### src/rtl/clock_counter_master.sv
// Avalon-MM master that turns start/stop event pulses into corrected clock-counter measurements.
// Define CLOCK_COUNTER_MASTER_STATS_EN to build min/max/count statistics over accepted results.
module clock_counter_master #(
    parameter int READ_LATENCY = 1,
    parameter int OVERHEAD     = 0
) (
    input  logic        clock,
    input  logic        reset_n,
    input  logic        start,
    input  logic        stop,
    output logic        avm_write,
    output logic        avm_read,
    output logic [31:0] avm_writedata,
    input  logic [31:0] avm_readdata,
    input  logic        avm_waitrequest,
    output logic        result_valid,
    output logic [31:0] result_data,
    input  logic        result_ready,
    output logic [7:0]  missed_starts,
    output logic        busy,
    input  logic        stats_clear,
    output logic [31:0] stat_min,
    output logic [31:0] stat_max,
    output logic [15:0] stat_count
);

    typedef enum logic [2:0] {
        CLEAR, ARMED, RUN_CMD, RUNNING, STOP_CMD, READ, WAIT_DATA, PUSH
    } state_t;

    localparam logic [31:0] OVERHEAD_W = 32'(OVERHEAD);
    localparam logic [2:0]  LAT_LAST   = 3'(READ_LATENCY - 1);

    state_t      state_q, state_d;
    logic        write_q, write_d;
    logic        read_q, read_d;
    logic [31:0] wdata_q, wdata_d;
    logic        valid_q, valid_d;
    logic [31:0] data_q, data_d;
    logic [7:0]  missed_q, missed_d;
    logic        busy_q, busy_d;
    logic        stop_pending_q, stop_pending_d;
    logic [2:0]  lat_q, lat_d;

    logic        accepted;
    logic [31:0] corrected;

    assign accepted  = (write_q | read_q) & ~avm_waitrequest;
    assign corrected = (avm_readdata >= OVERHEAD_W) ? (avm_readdata - OVERHEAD_W) : 32'd0;

    // Bus strobes come straight from the next state, so they stay put while the slave stalls.
    always_comb begin
        state_d        = state_q;
        stop_pending_d = stop_pending_q;
        lat_d          = lat_q;
        data_d         = data_q;
        missed_d       = missed_q;

        case (state_q)
            CLEAR:     if (accepted) state_d = ARMED;
            ARMED:     if (start) state_d = RUN_CMD;
            RUN_CMD: begin
                if (stop) stop_pending_d = 1'b1;
                // A stop on the accepting edge itself must not slip past into RUNNING.
                if (accepted) state_d = (stop_pending_q || stop) ? STOP_CMD : RUNNING;
            end
            RUNNING:   if (stop) state_d = STOP_CMD;
            STOP_CMD:  if (accepted) state_d = READ;
            READ: begin
                if (accepted) begin
                    state_d = WAIT_DATA;
                    lat_d   = 3'd0;
                end
            end
            WAIT_DATA: begin
                if (lat_q == LAT_LAST) begin
                    data_d  = corrected;
                    state_d = PUSH;
                end else begin
                    lat_d = lat_q + 3'd1;
                end
            end
            PUSH:      if (result_ready) state_d = CLEAR;
            default:   state_d = CLEAR;
        endcase

        if (state_d == STOP_CMD && state_q != STOP_CMD) stop_pending_d = 1'b0;
        if (start && state_q != ARMED && missed_q != 8'hFF) missed_d = missed_q + 8'd1;
    end

    always_comb begin
        write_d = (state_d == CLEAR) || (state_d == RUN_CMD) || (state_d == STOP_CMD);
        wdata_d = ((state_d == RUN_CMD) || (state_d == STOP_CMD)) ? 32'd1 : 32'd0;
        read_d  = (state_d == READ);
        valid_d = (state_d == PUSH);
        busy_d  = (state_d != ARMED);
    end

    always_ff @(posedge clock) begin
        if (!reset_n) begin
            state_q        <= CLEAR;
            write_q        <= 1'b0;
            read_q         <= 1'b0;
            wdata_q        <= 32'd0;
            valid_q        <= 1'b0;
            data_q         <= 32'd0;
            missed_q       <= 8'd0;
            busy_q         <= 1'b1;
            stop_pending_q <= 1'b0;
            lat_q          <= 3'd0;
        end else begin
            state_q        <= state_d;
            write_q        <= write_d;
            read_q         <= read_d;
            wdata_q        <= wdata_d;
            valid_q        <= valid_d;
            data_q         <= data_d;
            missed_q       <= missed_d;
            busy_q         <= busy_d;
            stop_pending_q <= stop_pending_d;
            lat_q          <= lat_d;
        end
    end

    assign avm_write     = write_q;
    assign avm_read      = read_q;
    assign avm_writedata = wdata_q;
    assign result_valid  = valid_q;
    assign result_data   = data_q;
    assign missed_starts = missed_q;
    assign busy          = busy_q;

`ifdef CLOCK_COUNTER_MASTER_STATS_EN
    logic [31:0] stat_min_q, stat_max_q;
    logic [15:0] stat_count_q;
    logic        handshake;

    assign handshake = valid_q & result_ready;

    // An empty count marks the next result as the one that seeds both min and max.
    always_ff @(posedge clock) begin
        if (!reset_n || stats_clear) begin
            stat_min_q   <= 32'd0;
            stat_max_q   <= 32'd0;
            stat_count_q <= 16'd0;
        end else if (handshake) begin
            if (stat_count_q == 16'd0) begin
                stat_min_q <= data_q;
                stat_max_q <= data_q;
            end else begin
                if (data_q < stat_min_q) stat_min_q <= data_q;
                if (data_q > stat_max_q) stat_max_q <= data_q;
            end
            if (stat_count_q != 16'hFFFF) stat_count_q <= stat_count_q + 16'd1;
        end
    end

    assign stat_min   = stat_min_q;
    assign stat_max   = stat_max_q;
    assign stat_count = stat_count_q;
`else
    logic unused_stats_clear;
    assign unused_stats_clear = stats_clear;
    assign stat_min   = 32'd0;
    assign stat_max   = 32'd0;
    assign stat_count = 16'd0;
`endif

endmodule
### config.mk
export PLATFORM = sky130hd
export DESIGN_NAME = clock_counter_master
export DESIGN_NICKNAME = d
export VERILOG_FILES = /design/src/rtl/clock_counter_master.sv
export SDC_FILE = /design/constraint.sdc
export NUM_CORES = 1
export LEC_CHECK = 0
export ABC_AREA = 1
export BUFFER_PORTS_ARGS = -buffer_cell sky130_fd_sc_hd__buf_2
export CAP_MARGIN = 20
export CORE_MARGIN = 2
export CORE_UTILIZATION = 44
export CTS_BUF_LIST = sky130_fd_sc_hd__clkbuf_4
export DETAILED_ROUTE_END_ITERATION = 7
export PLACE_DENSITY = 0.83
export SKIP_LAST_GASP = 1
export SLEW_MARGIN = 20
export SYNTH_ARGS = -nofsm -noshare
export SYNTH_HDL_FRONTEND = slang
export SYNTH_SLANG_ARGS = --single-unit
### constraint.sdc
create_clock -name clock -period 1.7 [get_ports clock]
set_input_delay 0.34 -clock clock [delete_from_list [all_inputs] [get_ports clock]]
set_output_delay 0.34 -clock clock [all_outputs]
set_load 0.005 [all_outputs]
==> summary.md <==
| Metric | Value |
|---|---|
| Skew final | `0.0125 ns` |
| WL final | `between 5000 and 6000 um` |
| Crit Path Category | `reg -> reg` |
| Wire per inst | `10.0 um` |
| Post-synthesis mux area share | `0%` |
| Outcome | `finished clean` |
| Crit path capture type | `register` |
| Post-synthesis simple-gate area fraction | `between 10% and 20%` |
| Syn avg cell area | `7.38 um2` |
| Predominant post-synthesis flop cell | `dfxtp_1` |
| Setup TNS after final layout | `0 ns` |
| Final Wtd Congestion | `0.862` |
| Final net count | `~530` |
| Seq/Total Area, Yosys | `a little over a third` |
| Initial antenna violation count | `0` |
| Pwr Density | `a little over 700 nW/um2` |
| Fill count | `673` |
| GRT Residual Overflow | `0` |
| Final min period | `1.53 ns` |
| RSZ-0062 raised after global routing | `false` |
| IO Port Bufs | `82` |
| Antenna fix cells | `0` |
| H-tree lvl count | `2` |
| Clk_lat worst skew | `0.36 ns` |
| Die area | `7450 um2` |
| DR vias/cell | `4.14` |
| Initial DRC count | `71` |
| Fin. max-slew vios | `0` |
| Global Route Usage Sum | `14.1%` |
| Die Y | `86.3 um` |
| Core Box Area | `6460 um2` |
| Final worst slack | `0.171 ns` |
| Die width | `about 86 um` |
| Final hold violations | `0` |
| Vias in the first global route | `1963` |
| Rows | `29` |
| Pre-CTS setup slack | `0.152 ns` |
| Yosys reg bits | `52` |
| Syn Inst Count | `404` |
| Synthesized area | `2980 um2` |
| Fmax | `0.654 GHz` |
| WHS | `roughly 0.22 ns` |
| HPWL Detailed | `between 4000 and 5000 um` |
| Most common cell after layout, fill and taps aside | `conb_1` |
| Compound-Gate Fraction of Synth Area | `9.15%` |
| Startpoint types | `register` |
| Area grow syn2layout | `5.63%` |
| CP Data Required Time | `2.00 ns` |
| Initial cell density of the core | `46.1%` |
| Hold Crit Class | `in -> reg` |
| Layout Utilization | `48.7%` |
| TritonCTS buffer count | `5` |
| Post-CTS Setup Repair Bufs | `0` |
| FFs w/ async S/R, synth | `0%` |
| Share of cells above drive strength 1 | `23.8%` |
| First-pass GRT wire length | `8470 um` |
| CTS tree | `done` |
| Max-cap violation count | `0` |
| Synth unique cells | `25` |
| Antenna-violating nets left | `0` |
| Most frequent cells in the layout | `conb_1, buf_2, nor2_1, dfxtp_1, o21ai_0` |
| Total power draw | `2.28 mW` |
| Max FO, Critical Path | `7` |
| Root buffer cell | `clkbuf_4` |
| Router iterations before antenna repair | `4` |
| Non-Filler Instances | `565` |
| CTS Buffer Depth | `2` |
| Worst path arrival time | `around 1.8 ns` |
| Final instance area | `3150 um2` |
| DR vias | `2340` |
| Final worst-path cycle share | `90.0%` |
| Largest net degree at the start of global routing | `33` |
| Placed instance count | `between 500 and 600` |
| Final setup viols | `0` |
| Placed Area | `between 3000 and 4000 um2` |
| I/O Pins | `approximately 200` |
| YS warnings | `0` |
| Static leakage power | `about 1.7 nW` |
| Synth Area in XOR/XNOR | `less than 1%` |
| Adder-cell share of the synthesized area | `roughly 1.3%` |
| Post-synth EDFFs | `0` |
| # DRC | `0` |
| CTS sink cnt | `52` |
| Peak supply drop | `463 uV` |
| Clock Pin Slew Worst Setup and Hold Paths | `0.15 ns` |
| Combinational family with the most area after synthesis | `buffers and inverters` |
## cell usage after synthesis (2+ instances only)
cell | number | area [um2]
buf_4 | 115 | 863
nor2_1 | 77 | 289
dfxtp_1 | 52 | 1040
o21ai_0 | 39 | 195
nand2_1 | 34 | 128
inv_1 | 26 | 97.6
a21oi_1 | 12 | 60.1
nand3_1 | 9 | 45.0
inv_2 | 7 | 26.3
clkbuf_1 | 5 | 18.8
nand2_2 | 4 | 25.0
nand4_1 | 4 | 25.0
ha_1 | 3 | 37.5
nand3_2 | 2 | 20.0
nor2_2 | 2 | 12.5
nor2_4 | 2 | 22.5
nor3_2 | 2 | 20.0
o21ai_1 | 2 | 10.0
## critical path, cell delays in order, from the launching register on
cell and delay, ns:
dfxtp_2 0.37, inv_1 0.06, ha_1 0.19, inv_1 0.05
nor2_1 0.05, nand3_2 0.15, nand3_2 0.10, nor2_2 0.13
nand2_1 0.10, a21oi_1 0.12, nand2_1 0.09, nor2_2 0.08
## path summary, 6_finish.rpt
| kind | depth (start not counted) | end | start | slack, ns |
|---|---|---|---|---|
| worst max-delay path | 11 | avm_writedata[0] | lat_q[0] | 0.17 |
| worst max register to register | 11 | avm_writedata[0] | lat_q[0] | 0.17 |
| worst min-delay path | 3 | result_data[10] | avm_readdata[10] | 0.22 |
| worst min register to register | 2 | missed_starts[4] | missed_starts[4] | 0.47 |
## layer usage
layer,part of all wire [%],global-route usage [%]
met5,0,0
met4,1.0,4.83
met1,40,16.1
met3,7.0,3.81
met2,52,25.3
## state kept, by name, summed over array words and instances (netlist names)
signal / flops
avm_read: 1
avm_write: 1
avm_writedata: 1
busy: 1
lat_q: 3
missed_starts: 8
result_data: 32
result_valid: 1
state_q: 3
stop_pending_q: 1
## repair_timing
action | in CTS | in global routing
setup endpoints to repair | 0 | 6
gates resized for setup | 0 | 2
hold buffers | 0 | 0
## final cells by class
cell class | count | area [um2] | area share [%]
Timing Repair Buffer | 88 | 468 | 14.9
Inverter | 33 | 124 | 3.93
Clock buffer | 6 | 45.0 | 1.43
Multi-Input combinational cell | 307 | 1340 | 42.5
Tap cell | 77 | 96.3 | 3.06
Clock inverter | 2 | 35.0 | 1.11
Sequential cell | 52 | 1040 | 33.1
## power breakdown
group	total [mW]	switching, mW	internal [mW]
clock	0.696	0.371	0.325
sequential	1.28	0.0267	1.25
combinational	0.309	0.207	0.102
## logic make-up after synthesis
family                   Yosys count
AO/OA/AOI/OAI                     54
adder cells (fa/ha/maj)            3
other                              1
XOR/XNOR                           2
flip-flops                        52
buffers and inverters            155
AND/OR/NAND/NOR                  137
(Power assumes the default switching activity.)
